--- config.mk ---
export PLATFORM = sky130hd
export DESIGN_NAME = draw_scheduler
export DESIGN_NICKNAME = d
export VERILOG_FILES = /design/src/rtl/draw_scheduler_pkg.sv /design/src/rtl/draw_pixel_mux.sv /design/src/rtl/draw_scheduler.sv
export SDC_FILE = /design/constraint.sdc
export NUM_CORES = 1
export LEC_CHECK = 0
export BUFFER_PORTS_ARGS = -buffer_cell sky130_fd_sc_hd__buf_2
export CORE_UTILIZATION = 52
export CTS_CLUSTER_SIZE = 30
export DETAILED_ROUTE_END_ITERATION = 10
export PLACE_DENSITY_LB_ADDON = 0.05
export SLEW_MARGIN = 30
export SYNTH_ARGS = -nofsm -noshare
export SYNTH_HDL_FRONTEND = slang
export SYNTH_HIERARCHICAL = 1
export SYNTH_SLANG_ARGS = --single-unit
export TNS_END_PERCENT = 100
--- constraint.sdc ---
create_clock -name clk -period 4.4 [get_ports clk]
set_clock_uncertainty 0.1 [all_clocks]
set_input_delay 0.22 -clock clk [delete_from_list [all_inputs] [get_ports clk]]
set_output_delay 0.22 -clock clk [all_outputs]
set_load 0.02 [all_outputs]
--- src/rtl/draw_scheduler_pkg.sv ---
// Shared types and widths for the draw scheduler and its pixel mux.
package draw_scheduler_pkg;

  localparam int unsigned X_W = 9;
  localparam int unsigned Y_W = 8;
  localparam int unsigned C_W = 3;

  typedef enum logic [2:0] {
    S_IDLE,
    S_SCAN,
    S_ISSUE,
    S_WAIT,
    S_SETTLE,
    S_FRAME_DONE
  } state_t;

  typedef struct packed {
    logic [X_W-1:0] x;
    logic [Y_W-1:0] y;
    logic [C_W-1:0] colour;
  } pixel_t;

endpackage

--- src/rtl/draw_pixel_mux.sv ---
// Registered NUM_GU:1 pixel mux feeding the VGA adapter write port.
module draw_pixel_mux
  import draw_scheduler_pkg::*;
#(
  parameter int unsigned NUM_GU = 4,
  parameter int unsigned IDX_W  = 2
) (
  input  logic                  clk,
  input  logic                  resetn,
  input  logic [IDX_W-1:0]      i_sel,
  input  logic                  i_active,
  input  logic [NUM_GU*X_W-1:0] i_x,
  input  logic [NUM_GU*Y_W-1:0] i_y,
  input  logic [NUM_GU*C_W-1:0] i_colour,
  input  logic [NUM_GU-1:0]     i_we,
  output logic [X_W-1:0]        o_x,
  output logic [Y_W-1:0]        o_y,
  output logic [C_W-1:0]        o_colour,
  output logic                  o_we
);

  pixel_t r_pix;
  logic   r_we;

  // Sample the selected unit while a unit is being served; gate the strobe otherwise.
  always_ff @(posedge clk or negedge resetn) begin
    if (!resetn) begin
      r_pix <= '0;
      r_we  <= 1'b0;
    end else if (i_active) begin
      r_pix.x      <= i_x[int'(i_sel)*X_W +: X_W];
      r_pix.y      <= i_y[int'(i_sel)*Y_W +: Y_W];
      r_pix.colour <= i_colour[int'(i_sel)*C_W +: C_W];
      r_we         <= i_we[i_sel];
    end else begin
      r_we <= 1'b0;
    end
  end

  assign o_x      = r_pix.x;
  assign o_y      = r_pix.y;
  assign o_colour = r_pix.colour;
  assign o_we     = r_we;

endmodule

--- src/rtl/draw_scheduler.sv ---
// Per-frame plot/done initiator: serves each enabled graphing unit in priority order.
module draw_scheduler
  import draw_scheduler_pkg::*;
#(
  parameter int unsigned NUM_GU         = 4,
  parameter int unsigned TIMEOUT_CYCLES = 4096
) (
  input  logic                  clk,
  input  logic                  resetn,
  input  logic                  frame_tick,
  input  logic [NUM_GU-1:0]     gu_enable,
  input  logic                  clr_err,
  output logic [NUM_GU-1:0]     gu_plot,
  input  logic [NUM_GU-1:0]     gu_done,
  input  logic [NUM_GU*X_W-1:0] gu_x,
  input  logic [NUM_GU*Y_W-1:0] gu_y,
  input  logic [NUM_GU*C_W-1:0] gu_colour,
  input  logic [NUM_GU-1:0]     gu_writeEn,
  output logic [X_W-1:0]        vga_x,
  output logic [Y_W-1:0]        vga_y,
  output logic [C_W-1:0]        vga_colour,
  output logic                  vga_writeEn,
  output logic                  busy,
  output logic                  frame_done,
  output logic                  timeout_err,
  output logic                  overrun
);

  localparam int unsigned IDX_W = (NUM_GU > 1) ? $clog2(NUM_GU) : 1;
  localparam int unsigned SEL_W = $clog2(NUM_GU + 1);
  localparam int unsigned CNT_W = $clog2(TIMEOUT_CYCLES);

  state_t            r_state;
  logic [SEL_W-1:0]  r_sel;
  logic [NUM_GU-1:0] r_mask;
  logic [NUM_GU-1:0] r_plot;
  logic [CNT_W-1:0]  r_cnt;
  logic              r_pending;
  logic              r_busy;
  logic              r_frame_done;
  logic              r_timeout_err;
  logic              r_overrun;

  logic [IDX_W-1:0]  w_idx;
  logic [SEL_W-1:0]  w_next_sel;
  logic              w_found;
  logic              w_done;
  logic              w_to_hit;
  logic              w_ovr_hit;
  logic              w_active;

  assign w_idx     = IDX_W'(r_sel);
  assign w_done    = gu_done[w_idx];
  assign w_active  = (r_state == S_ISSUE) || (r_state == S_WAIT) || (r_state == S_SETTLE);
  assign w_to_hit  = (r_state == S_WAIT) && !w_done && (r_cnt == CNT_W'(TIMEOUT_CYCLES - 1));
  assign w_ovr_hit = frame_tick && (r_state != S_IDLE) && (r_state != S_FRAME_DONE);

  // Priority scan: lowest enabled unit index at or above the current selection.
  always_comb begin
    w_found    = 1'b0;
    w_next_sel = '0;
    for (int i = NUM_GU - 1; i >= 0; i--) begin
      if (r_mask[i] && (SEL_W'(i) >= r_sel)) begin
        w_found    = 1'b1;
        w_next_sel = SEL_W'(i);
      end
    end
  end

  // Pass sequencing, timeout counter, pending tick and sticky error flags.
  always_ff @(posedge clk or negedge resetn) begin
    if (!resetn) begin
      r_state       <= S_IDLE;
      r_sel         <= '0;
      r_mask        <= '0;
      r_plot        <= '0;
      r_cnt         <= '0;
      r_pending     <= 1'b0;
      r_busy        <= 1'b0;
      r_frame_done  <= 1'b0;
      r_timeout_err <= 1'b0;
      r_overrun     <= 1'b0;
    end else begin
      r_plot        <= '0;
      r_frame_done  <= 1'b0;
      r_timeout_err <= w_to_hit  | (r_timeout_err & ~clr_err);
      r_overrun     <= w_ovr_hit | (r_overrun & ~clr_err);
      if (frame_tick && (r_state != S_IDLE)) begin
        r_pending <= 1'b1;
      end
      case (r_state)
        S_IDLE: begin
          if (frame_tick || r_pending) begin
            r_mask    <= gu_enable;
            r_sel     <= '0;
            r_pending <= 1'b0;
            r_busy    <= 1'b1;
            r_state   <= S_SCAN;
          end
        end
        S_SCAN: begin
          if (w_found) begin
            r_sel   <= w_next_sel;
            r_plot  <= NUM_GU'(1) << w_next_sel;
            r_state <= S_ISSUE;
          end else begin
            r_frame_done <= 1'b1;
            r_state      <= S_FRAME_DONE;
          end
        end
        S_ISSUE: begin
          // r_cnt tracks cycles elapsed since the plot pulse.
          r_cnt   <= CNT_W'(1);
          r_state <= S_WAIT;
        end
        S_WAIT: begin
          if (w_done || w_to_hit) begin
            r_state <= S_SETTLE;
          end else begin
            r_cnt <= r_cnt + CNT_W'(1);
          end
        end
        S_SETTLE: begin
          r_sel   <= r_sel + SEL_W'(1);
          r_state <= S_SCAN;
        end
        S_FRAME_DONE: begin
          r_busy  <= 1'b0;
          r_state <= S_IDLE;
        end
        default: begin
          r_state <= S_IDLE;
        end
      endcase
    end
  end

  draw_pixel_mux #(
    .NUM_GU (NUM_GU),
    .IDX_W  (IDX_W)
  ) u_pixel_mux (
    .clk      (clk),
    .resetn   (resetn),
    .i_sel    (w_idx),
    .i_active (w_active),
    .i_x      (gu_x),
    .i_y      (gu_y),
    .i_colour (gu_colour),
    .i_we     (gu_writeEn),
    .o_x      (vga_x),
    .o_y      (vga_y),
    .o_colour (vga_colour),
    .o_we     (vga_writeEn)
  );

  assign gu_plot     = r_plot;
  assign busy        = r_busy;
  assign frame_done  = r_frame_done;
  assign timeout_err = r_timeout_err;
  assign overrun     = r_overrun;

endmodule

==> results.ini <==
[job]
cap_violations = 0

[grt]
grt_antenna_before_repair = 0
grt_pass1_wl_um = 11000
grt_util_all_layers = 0.234
grt_max_degree = 53
grt_pass1_vias = 2336
grt_overflow_total = 0

[clock_tree]
clock_latency_ps = 300
post_cts_resized = 0
cts_setup_buffers = 0
numCtsBuffers = 5
clk_pin_slew_worst_paths_ps = 90
cts.sinks = 52
clock_path_buffers = 2
cts_tree = yes
cts_htree_levels = 2
holdBufCountCts = 1
cts_root_buffer = clkbuf_8

[yosys]
synth_area_sq_um = 2910
synth_cell_types = 42
ys.flop_type = dfrtp_1
synth_edf_count = 0
syn_area_per_cell_sq_um = 10.6
async_flop_share = 1.00
synth_seq_cells = 52
synth.net_count = 374
ys_seq_area_frac = 0.448
syn_inst = 274
yosys_warnings = 6

[die]
fp.dieH_um = 76.7
die_area_sq_um = 5890
fp.coreArea_sq_um = 5240
ios = 125
start_util = 0.555
rows = 26
dieWidth_um = 76.7

[worst_setup_path]
path_max_fanout = 23
cp-start-kind = flop
worstRegToRegCells = 5
cp.required_ps = 4490
crit_arrival_ps = 2690
end_kind = flop
critical_path_class = reg -> reg

[power_and_ir_drop]
p_switching_mw = 0.926
leakagePower_nw = 1.74
internal_power_mw = 1.25
powerDensity_nw_per_um2 = 598
pwr-share-comb = 0.507
swShare = 0.425
clkPwrFrac = 0.127
vdd_ir_drop_max_v = 0.000390
seqPwrFrac = 0.366

[layout]
final_nets = 493
final_core_util = 0.696
synthToLayoutAreaGrowth_pct = 25.4
diodes = 0
stdcell_area_sq_um = 3640
drive_gt1_frac = 0.365

[sta]
rsz0062_at_grt = no
slew_headroom = 0.423
finalSetupViolCount = 0
fin_crit_ps = 2600
slew_viol_final = 0
period_share = 0.591
clock.fmax_mhz = 384
finalHoldViolCount = 0
setup_tns_ps = 0
worst_pin_slew_ps = 859

[routing]
drt-initial-drc-count = 114
drc = 0
met1Wirelength_um = 2970
route.met2.wl_um = 3400
drt_wl_total_um = 6850
top_layer_used = met4
viasPerCell = 5.52
drt_pass1_iterations = 4
route.met3.wl_um = 437
vias = 2560
wire_per_inst_um = 14.8
drtAntennaViolNets = 0

[placed_design]
dp_hpwl_um = 4980
io_buffers = 124
place_area_sq_um = 3540
gp_congestion = 0.839

[outcome]
outcome = finished clean

[worst_hold_path]
hold_depth = 2
hold_path.class = in -> reg

## sequential cells by signal, indices dropped and copies added (netlist names)
name / cells
u_pixel_mux/o_y: 8
gu_plot: 4
frame_done: 1
r_state: 3
r_pending: 1
overrun: 1
r_sel: 3
timeout_err: 1
r_mask: 4
u_pixel_mux/o_x: 9
u_pixel_mux/o_colour: 3
u_pixel_mux/o_we: 1
r_cnt: 12
busy: 1
## placed cells by master, fill, tap and decap left out, drive strengths merged, types with 7 or more instances in the layout
cell    netlist  routed
dfrtp        52      52
nor2         15      15
clkbuf        9       8
xnor2         7       7
mux2i        42      42
o221ai       20      20
nand2        16      16
o21ai        11      11
buf           6     126
nand2b       26      26
## power by group through the flow
stage          Clock [mW]  Combinational [mW]  Sequential, mW
2_1_floorplan           0               0.702           0.907
6_report            0.276                1.10           0.798
3_3_place_gp            0                1.08           0.800
5_1_grt             0.300                1.21           0.826
4_1_cts             0.284                1.11           0.797
3_5_place_dp            0                1.11           0.802
## kinds of logic after synthesis
family                   synth area share
adder cells (fa/ha/maj)            0.0172
multiplexers                        0.176
buffers and inverters              0.0375
flip-flops                          0.448
XOR/XNOR                           0.0241
AND/OR/NAND/NOR                     0.179
AO/OA/AOI/OAI                       0.119
## synth_stat cells (2+ instances only)
library cell	n	share of area
buf_6	2	0.0078
and3_1	3	0.0065
o21ai_0	10	0.017
nor4_1	5	0.011
clkbuf_1	9	0.012
a31oi_1	4	0.0086
nor2_1	14	0.018
xnor2_1	7	0.021
a211oi_1	2	0.0052
nor3_1	5	0.0086
nand4_1	4	0.0086
buf_4	4	0.010
nand2_1	16	0.021
nand3_1	5	0.0086
inv_1	6	0.0078
mux4_2	2	0.016
o221ai_1	20	0.060
and2_1	2	0.0043
dfrtp_1	52	0.45
mux2_2	4	0.016
or3_1	3	0.0065
nand2b_1	26	0.056
a21oi_1	5	0.0086
a211o_1	2	0.0060
mux2i_1	42	0.14
ha_1	4	0.017
## metal layers
layer	track usage	vias to the layer above
met5	0	-
met3	0.0488	5
met4	0.0346	0
li1	-	1250
met1	0.309	1219
met2	0.404	86
## critical path: stages (launching register included)
cell      delay [ps]
dfrtp_1          500
nor2_1           320
nand2_1           90
nand2_1          470
nand2b_1         620
o221ai_1         400
## final timing paths
path	slack, ps	endpoint	start
setup reg to reg	1800	u_pixel_mux/o_colour[0]$_DFFE_PN0P_	r_state[1]$_DFFE_PN0P_
setup / recovery	1800	u_pixel_mux/o_colour[0]$_DFFE_PN0P_	r_state[1]$_DFFE_PN0P_
min in group asynchronous	470	r_cnt[8]$_DFFE_PN0P_	resetn
hold reg to reg	390	u_pixel_mux/o_x[5]$_DFFE_PN0P_	u_pixel_mux/o_x[5]$_DFFE_PN0P_
max in group asynchronous	3260	r_sel[0]$_DFFE_PN0P_	resetn
hold / removal	20	timeout_err$_DFF_PN0_	clr_err
## stage by stage
step,instances,worst slack [ps],power (mW),hold slack (ps)
2_1_floorplan,274,2180,1.61,-176
3_3_place_gp,455,1830,1.88,271
3_5_place_dp,455,1800,1.91,277
4_1_cts,464,1780,2.19,20.0
5_1_grt,464,1510,2.34,29.2
6_report,464,1800,2.18,21.1
## layout make-up
type | instances | area (sq um)
Clock buffer | 8 | 90.1
Timing Repair Buffer | 127 | 646
Fill cell | 424 | 1590
Multi-Input combinational cell | 201 | 1500
Tap cell | 70 | 87.6
Sequential cell | 52 | 1300
Inverter | 6 | 22.5
(Power assumes the default switching activity.)
